<file path="config.mk">
export PLATFORM = sky130hd
export DESIGN_NAME = prd_scan_scheduler
export DESIGN_NICKNAME = d
export VERILOG_FILES = /design/src/rtl/prd_sched_pkg.sv /design/src/rtl/ms_timer.sv /design/src/rtl/prd_scan_scheduler.sv
export SDC_FILE = /design/constraint.sdc
export NUM_CORES = 1
export LEC_CHECK = 0
export CAP_MARGIN = 25
export CELL_PAD_IN_SITES_DETAIL_PLACEMENT = 1
export CELL_PAD_IN_SITES_GLOBAL_PLACEMENT = 1
export CORE_UTILIZATION = 43
export CTS_BUF_LIST = sky130_fd_sc_hd__clkbuf_16
export DETAILED_ROUTE_END_ITERATION = 7
export DONT_BUFFER_PORTS = 1
export GPL_ROUTABILITY_DRIVEN = 0
export PLACE_DENSITY = 0.81
export SYNTH_ARGS = -nofsm -noshare
export SYNTH_HDL_FRONTEND = slang
export SYNTH_SLANG_ARGS = --single-unit
</file>
<file path="constraint.sdc">
create_clock -name clk -period 2.7 [get_ports clk]
set_input_delay 0.27 -clock clk [delete_from_list [all_inputs] [get_ports clk]]
set_output_delay 0.27 -clock clk [all_outputs]
set_load 0.01 [all_outputs]
</file>
<file path="src/rtl/prd_sched_pkg.sv">
// Shared types and helpers for the period-measurement scan scheduler.
// Provides the FSM state encoding, the result width and the round-robin channel search.
package prd_sched_pkg;

  localparam int PRD_W = 10;

  typedef enum logic [2:0] {
    ST_IDLE,
    ST_SELECT,
    ST_START,
    ST_WAIT,
    ST_STORE,
    ST_ABORT
  } state_e;

  // Returns the first set mask bit after cur, wrapping modulo n.
  // cur itself is the last candidate tried. If no bit is set, cur is returned.
  function automatic logic [3:0] rr_next(input logic [15:0] mask, input logic [3:0] cur,
                                         input int n);
    logic [3:0] res;
    logic       found;
    int         idx;
    res   = cur;
    found = 1'b0;
    for (int i = 1; i <= 16; i++) begin
      idx = (int'(cur) + i) % n;
      if (i <= n && !found && mask[idx]) begin
        res   = idx[3:0];
        found = 1'b1;
      end
    end
    return res;
  endfunction

endpackage

</file>
<file path="src/rtl/ms_timer.sv">
// Clock-to-millisecond timer: t wraps every CLK_MS_COUNT clocks while run is high,
// and each wrap advances ms. clr zeroes both counters and takes priority over run.
module ms_timer #(
  parameter int CLK_MS_COUNT = 100000,
  parameter int T_W          = 17,
  parameter int MS_W         = 12
) (
  input  logic            clk,
  input  logic            reset,
  input  logic            clr,
  input  logic            run,
  output logic [MS_W-1:0] ms
);

  logic [T_W-1:0]  t_q, t_d;
  logic [MS_W-1:0] ms_q, ms_d;

  always_comb begin
    t_d  = t_q;
    ms_d = ms_q;
    if (clr) begin
      t_d  = '0;
      ms_d = '0;
    end else if (run) begin
      if (t_q == T_W'(CLK_MS_COUNT - 1)) begin
        t_d  = '0;
        ms_d = ms_q + MS_W'(1);
      end else begin
        t_d = t_q + T_W'(1);
      end
    end
  end

  always_ff @(posedge clk) begin
    if (reset) begin
      t_q  <= '0;
      ms_q <= '0;
    end else begin
      t_q  <= t_d;
      ms_q <= ms_d;
    end
  end

  assign ms = ms_q;

endmodule

</file>
<file path="src/rtl/prd_scan_scheduler.sv">
// Round-robin scheduler that shares one period-measurement engine across N_CH inputs.
// Each measured channel ends in a stored result or a timeout flag in the result file.
module prd_scan_scheduler
  import prd_sched_pkg::*;
#(
  parameter  int N_CH         = 4,
  parameter  int CLK_MS_COUNT = 100000,
  parameter  int TIMEOUT_MS   = 2100,
  localparam int CH_W         = (N_CH > 1) ? $clog2(N_CH) : 1
) (
  input  logic                  clk,
  input  logic                  reset,
  input  logic                  en,
  input  logic [N_CH-1:0]       ch_en,
  input  logic [N_CH-1:0]       si_in,
  input  logic                  eng_ready,
  input  logic                  eng_done,
  input  logic [PRD_W-1:0]      eng_prd,
  output logic                  eng_start,
  output logic                  eng_abort,
  output logic                  eng_si,
  output logic [PRD_W*N_CH-1:0] prd_all,
  output logic [N_CH-1:0]       valid,
  output logic [N_CH-1:0]       tmo,
  output logic [CH_W-1:0]       cur_ch,
  output logic                  upd_tick,
  output logic                  busy
);

  // Engine handshake: eng_start is issued only from START, on a cycle where eng_ready is high.
  // The engine then owns the channel until it pulses eng_done, or until eng_abort returns it to idle.
  state_e                 state_q, state_d;
  logic [CH_W-1:0]        cur_ch_q, cur_ch_d;
  logic [PRD_W*N_CH-1:0]  prd_all_q, prd_all_d;
  logic [N_CH-1:0]        valid_q, valid_d;
  logic [N_CH-1:0]        tmo_q, tmo_d;
  logic                   eng_start_q, eng_start_d;
  logic                   eng_abort_q, eng_abort_d;
  logic                   upd_tick_q, upd_tick_d;
  logic                   busy_q, busy_d;
  logic                   tmr_clr, tmr_run;
  logic [11:0]            ms;

  assign tmr_run = (state_q == ST_WAIT);

  ms_timer #(
    .CLK_MS_COUNT(CLK_MS_COUNT),
    .T_W         (17),
    .MS_W        (12)
  ) u_ms_timer (
    .clk  (clk),
    .reset(reset),
    .clr  (tmr_clr),
    .run  (tmr_run),
    .ms   (ms)
  );

  always_comb begin
    state_d     = state_q;
    cur_ch_d    = cur_ch_q;
    prd_all_d   = prd_all_q;
    valid_d     = valid_q;
    tmo_d       = tmo_q;
    eng_start_d = 1'b0;
    eng_abort_d = 1'b0;
    upd_tick_d  = 1'b0;
    tmr_clr     = 1'b0;
    case (state_q)
      ST_IDLE: if (en && |ch_en) state_d = ST_SELECT;
      ST_SELECT: begin
        if (ch_en == '0) begin
          state_d = ST_IDLE;
        end else begin
          cur_ch_d = CH_W'(rr_next(16'(ch_en), 4'(cur_ch_q), N_CH));
          state_d  = ST_START;
        end
      end
      ST_START: begin
        if (eng_ready) begin
          eng_start_d = 1'b1;
          tmr_clr     = 1'b1;
          state_d     = ST_WAIT;
        end
      end
      ST_WAIT: begin
        // A done arriving on the timeout cycle still wins.
        if (eng_done) begin
          prd_all_d[cur_ch_q*PRD_W +: PRD_W] = eng_prd;
          valid_d[cur_ch_q] = 1'b1;
          tmo_d[cur_ch_q]   = 1'b0;
          upd_tick_d        = 1'b1;
          state_d           = ST_STORE;
        end else if (ms == 12'(TIMEOUT_MS)) begin
          valid_d[cur_ch_q] = 1'b0;
          tmo_d[cur_ch_q]   = 1'b1;
          upd_tick_d        = 1'b1;
          eng_abort_d       = 1'b1;
          state_d           = ST_ABORT;
        end
      end
      ST_STORE, ST_ABORT: state_d = en ? ST_SELECT : ST_IDLE;
      default: state_d = ST_IDLE;
    endcase
    busy_d = (state_d != ST_IDLE);
  end

  always_ff @(posedge clk) begin
    if (reset) begin
      state_q     <= ST_IDLE;
      cur_ch_q    <= CH_W'(N_CH - 1);
      prd_all_q   <= '0;
      valid_q     <= '0;
      tmo_q       <= '0;
      eng_start_q <= 1'b0;
      eng_abort_q <= 1'b0;
      upd_tick_q  <= 1'b0;
      busy_q      <= 1'b0;
    end else begin
      state_q     <= state_d;
      cur_ch_q    <= cur_ch_d;
      prd_all_q   <= prd_all_d;
      valid_q     <= valid_d;
      tmo_q       <= tmo_d;
      eng_start_q <= eng_start_d;
      eng_abort_q <= eng_abort_d;
      upd_tick_q  <= upd_tick_d;
      busy_q      <= busy_d;
    end
  end

  assign eng_si    = si_in[cur_ch_q];
  assign eng_start = eng_start_q;
  assign eng_abort = eng_abort_q;
  assign prd_all   = prd_all_q;
  assign valid     = valid_q;
  assign tmo       = tmo_q;
  assign cur_ch    = cur_ch_q;
  assign upd_tick  = upd_tick_q;
  assign busy      = busy_q;

endmodule

</file>
# ---- Word level (Yosys, flattened, before mapping)
# Index checks and enable logic that the tools add are counted.
# Widths: inputs -> output; s select.
dict set report word_totals {
  ff_bits 86
  word_cells 117
  out_inout_bits 55
  inputBits 23
}
dict set report op_classes {
  n_eq_ne 7
  n_mul 1
  add_sub_neg 7
  reduce_logical 26
  bitwise 11
  mux 46
  magnitude_cmp 6
  n_shift 2
}
# operator n
set op_table {}
lappend op_table {{$bwmux 40} 1}
lappend op_table {{$shift 10x34->40 const A} 1}
lappend op_table {{$shiftx 10x34->40} 1}
lappend op_table {{$neg 6->34} 1}
lappend op_table {{$lt 3x6->1 const B} 4}
lappend op_table {{$mux 1} 24}
lappend op_table {{$add 17x1->17 const B} 1}
lappend op_table {{$eq 17x17->1 const B} 1}
lappend op_table {{$mux 17} 1}
lappend op_table {{$mux 4} 4}
lappend op_table {{$pmux 3 s5} 1}
lappend op_table {{$reduce_or 2->1} 7}
lappend op_table {{$add 12x1->12 const B} 1}
lappend op_table {{$bmux 1 s3} 4}
lappend op_table {{$eq 12x12->1 const B} 1}
lappend op_table {{$mux 3} 4}
lappend op_table {{$mux 2} 5}
lappend op_table {{$and 4x4->4} 2}
lappend op_table {{$or 4x4->4} 2}
lappend op_table {{$eq 3x2->1 const B} 2}
lappend op_table {{$eq 3x3->1 const B} 2}
lappend op_table {{$reduce_and 2->1} 3}
lappend op_table {{$logic_and 1x1->1} 5}
lappend op_table {{$mul 2x3->5 const B} 1}
lappend op_table {{other kinds (19)} 27}

# ---- Longest topological paths before layout
dict set report depth {
  ltp_word 23
  ltp_mapped 11
  ltp_nobuf 7
}

# ---- Cells and area by module
# A second synthesis with hierarchy kept.
dict set report unflattened {
  hier_cells 503
  hier_area_um2 4449.3
}
# mod area_per_inst_um2 cells_per_inst instances seq_area_each_um2
set by_module_without_submodules {}
lappend by_module_without_submodules {prd_scan_scheduler 3026.7 339 1 1141.1}
lappend by_module_without_submodules {ms_timer 1422.6 164 1 580.6}

# ---- Worst setup path after synthesis
# Ideal clock, no wire load.
dict set report synth_timing {
  kind {reg2reg}
  start {register cur_ch_q[0] (netlist: cur_ch[0])}
  end {register prd_all_q[5] (netlist: prd_all[5])}
  setup_time_ns 0.132
  required_ns 2.568
  stages_incl_launch_ff 11
  slack_ns -0.071
  t_arrival_ns 2.640
  cell_sequence {dfxtp_1 > buf_2 > buf_2 > clkinv_1 > ha_1 > buf_2 > buf_1 > mux2i_1 > o2bb2ai_1 > a221oi_1 > nor3_1}
}
dict set report synth_between {
  elab_chain_cells 4
  word_cells_on_any_way 5
  cone_classes {add/sub (1); mul (1); shift (2); mux (1)}
}
# item line_no
set synth_lines {}
lappend synth_lines {{from (decl)} prd_scan_scheduler.sv:33} ;# logic [CH_W-1:0] cur_ch_q, cur_ch_d;
lappend synth_lines {{from (signal assigned)} prd_scan_scheduler.sv:110} ;# cur_ch_q <= CH_W'(N_CH - 1);
lappend synth_lines {{from (signal assigned)} prd_scan_scheduler.sv:120} ;# cur_ch_q <= cur_ch_d;
lappend synth_lines {{$mul 2x3->5 (*)} prd_scan_scheduler.sv:88} ;# prd_all_d[cur_ch_q*PRD_W +: PRD_W] = eng_prd;
lappend synth_lines {{$neg 6->34 (*)} prd_scan_scheduler.sv:88}
lappend synth_lines {{$shiftx 10x34->40 or $shift 10x34->40 (tied branches)} prd_scan_scheduler.sv:88}
lappend synth_lines {{$bwmux 40 (*)} prd_scan_scheduler.sv:88}
lappend synth_lines {{to (signal assigned)} prd_scan_scheduler.sv:121} ;# prd_all_q <= prd_all_d;
lappend synth_lines {{to (decl)} prd_scan_scheduler.sv:34} ;# logic [PRD_W*N_CH-1:0] prd_all_q, prd_all_d;
# Mark *: on every way between the ends. The rest lies on a longest branch, timed or not.
# A chain may end at the register's enable or synchronous reset.

# ---- Final worst setup path
dict set report layout_timing {
  start {register cur_ch_q[0] (netlist: cur_ch[0])}
  end {register prd_all_q[9] (netlist: prd_all[9])}
}
# Same word-level chain as after synthesis.

==> key figures <==
Placement
  – Port Buffers: 0
  – HPWL Detailed: 9060 microns
  – Pre-CTS setup slack: 433 ps

Synthesis
  – Prevailing post-synth register cell: dfxtp_1
  – Netlist cell types: 64
  – Synth Warn #: 0
  – Post-synthesis sequential area ratio: 40.1%
  – Async set-reset flop share out of synthesis: 0%
  – Largest area contributor in the netlist: dfxtp_1
  – Post-synth EDFFs: 0
  – Syn Area/Cell: 8.79 sq um
  – Post-synth top area share: 40.1%
  – Syn Inst Count: 488
  – Cell with the most instances after synthesis: dfxtp_1
  – Largest cells by area after synthesis: dfxtp_1 40%, nor2_1 4.7%, nand2_1 4.3%
  – Netlist Area Pre-Place: 4290 sq um
  – Flop and latch count out of synthesis: 86
  – Synth cell count leaders: 86 x dfxtp_1, 54 x nor2_1, 49 x nand2_1, 25 x a21oi_1, 21 x o21ai_0
  – Syn nets: 520

Power
  – Lkg Pwr: 0.00165 uW
  – Total power: 2980 uW
  – Register share of total power: 43.4%
  – Combinational fraction of design power: 15.6%
  – Peak VDD IR: 0.000365 V
  – Clock power frac: 41.1%
  – Pwr dens: 622 nW/um^2
  – Net Sw Frac: 27.3%
  – Int Pwr: 2170 uW
  – Sw power: 813 uW

Clock tree
  – H-tree Lvls: 3
  – CTS tree: built
  – Clk root buf: clkbuf_16
  – Clock buffer depth: 2
  – Clock Latency Late Sink: 340 ps
  – Cts bufs inserted: 9
  – Clock Sinks: 86
  – Clock transition at the registers of the reported paths: 70 ps

Cells and area
  – N_diodes: 0
  – Share of cells above drive strength 1: 11.7%
  – Layout Utilization: 49.2%
  – Nets: 524
  – P&R area growth vs syn: 11.6%

STA
  – Total Neg Setup Slack: 0 ps
  – Fmax: 0.434 GHz
  – Clock skew: 9.35 ps
  – Fin. Hold Viols: 0
  – Min Tclk post-route: 2310 ps
  – Headroom to the max-slew limit: 41.5%
  – Slew Viols, Final: 0
  – Tcrit/Tclk final: 85.4%
  – RSZ-0062 raised after global routing: no
  – Final worst setup slack: 394 ps
  – Final setup viols: 0
  – Worst-Margin Slew: 878 ps

Setup path
  – Critical Path AT: 2570 ps
  – CP Data Required Time: 2960 ps
  – Crit Path Max Fanout: 12
  – Startpoint Class: flop
  – Worst Setup End Kind: flop
  – Crit Path Class: reg2reg
  – Register-to-Register Path Depth: 8
  – Flop2flop setup slack: 390 ps

Global routing
  – Vias in the first global route: 3925
  – Gr usage total: 25.6%
  – First-pass GRT wire length: 20200 microns
  – Gr ovfl total: 0
  – Initial antenna violation count: 0
  – Largest net degree at the start of global routing: 39

Detailed routing
  – Via density: 6.08
  – Via count: 3824
  – DRT iter0 DRCs: 150
  – DRT Pass-1 Iters: 4
  – WL/cell: 20.2 microns
  – Total Wirelength: 12700 microns
  – Drt drc: 0
  – Post-DRT Antenna Nets: 0

Floorplan
  – Cell Rows: 36
  – I/O pin count: 78
  – Chip Height: 102 microns
  – CORE AREA: 9730 sq um
  – Die Area: 10400 sq um
  – Die W: 102 microns
  – Initial Utilization: 44.1%

Job
  – # Max-Cap Violations: 0

Worst hold path
  – Hold-critical path depth: 1
  – HP Class: in2reg

Status
  – Status: finished, final reports clean
[cells in the final DEF (no fill, tap or decap), types with 3 or more instances in the layout]
master	n
nor4b_2	3
dlygate4sd3_1	3
nand2_1	49
mux4_2	6
nand4_1	7
inv_1	14
and3_1	5
mux2i_1	8
a21oi_1	25
ha_1	9
o21ai_0	21
a32oi_1	3
nor2b_1	6
and2_1	4
a221oi_1	5
nor2_1	54
a211oi_1	7
dfxtp_1	86
a22o_1	10
and4_1	3
buf_4	17
xnor2_1	15
nand3_1	9
nor3_1	17
o22ai_1	7
xor2_1	11
nor4_2	6
a31oi_1	3
clkbuf_16	9
nor4_1	9
nand2b_1	6
a32o_1	3
o22a_1	3
a22oi_1	9
[sequential cells by signal, summed over array words and instances (netlist names), named ones only]
signal and cells:
busy 1, cur_ch 2, eng_abort 1, eng_start 1
prd_all 40, state_q 3, u_ms_timer.ms 12, u_ms_timer.t_q 17
upd_tick 1
[routing by layer]
layer / GRT usage [%] / up-vias / wire length, microns
met5: 0 / - / 0
met4: 9.78 / 0 / 312
met3: 8.89 / 23 / 820
met2: 43.5 / 107 / 6370
met1: 29.7 / 1910 / 5180
li1: - / 1784 / -
[cell families (layout without fill, tap and decap cells)]
| family | count (synthesis) | in the layout | synth area share [%] |
|---|---|---|---|
| AOI/OAI and AO/OA | 111 | 111 | 17.6 |
| adders and majority gates | 9 | 9 | 2.62 |
| buffers and inverters | 42 | 50 | 4.05 |
| xor gates and xnor gates | 26 | 26 | 5.31 |
| muxes | 16 | 16 | 5.54 |
| and+or+nand+nor | 198 | 198 | 24.8 |
| DFF | 86 | 86 | 40.1 |
[power by group through the flow]
stage	registers [uW]	logic [uW]	clock network (uW)
after global routing	1290	499	1300
after detailed placement	1320	444	0
after global placement	1320	433	0
after CTS	1290	455	1250
final	1290	464	1220
after floorplan	1320	319	0
[stage by stage]
step	hold WS (ps)	instance area (sq um)	instances
floorplan	348	4300	488
finish	19.6	4790	629
detailed placement	350	4470	611
global route	0.854	4790	629
global placement	345	4470	611
CTS	0.315	4780	628
[path summary, 6_finish.rpt]
| check | start | endpoint |
|---|---|---|
| worst max-delay path | cur_ch[0]$_SDFFE_PP1P_ | prd_all[9]$_SDFFE_PP0P_ |
| worst min-delay path | reset | prd_all[5]$_SDFFE_PP0P_ |
| worst max register to register | cur_ch[0]$_SDFFE_PP1P_ | prd_all[9]$_SDFFE_PP0P_ |
| worst min register to register | u_ms_timer.t_q[1]$_SDFFE_PP0N_ | u_ms_timer.t_q[1]$_SDFFE_PP0N_ |
[what timing repair did]
action                    in CTS  in global routing
hold buffers                   2                  1
resized for setup              0                  0
setup buffers                  0                  0
hold endpoints to repair      15                  1
[layout make-up]
| cell class | count | area (sq um) |
|---|---|---|
| Clock buffer | 9 | 225 |
| Tap cell | 133 | 166 |
| Inverter | 15 | 56.3 |
| Clock inverter | 6 | 62.6 |
| Sequential cell | 86 | 1720 |
| Timing Repair Buffer | 20 | 158 |
| Fill cell | 1160 | 4940 |
| Multi-Input combinational cell | 360 | 2400 |
[critical path: stages (launching register included)]
cell	delay, ps
dfxtp_1	340
clkinv_1	80
buf_4	180
ha_1	390
nor3b_2	480
nand2_1	240
nor3b_1	240
a211oi_1	90
nor3_1	170
Power figures use the tool's default switching activity.
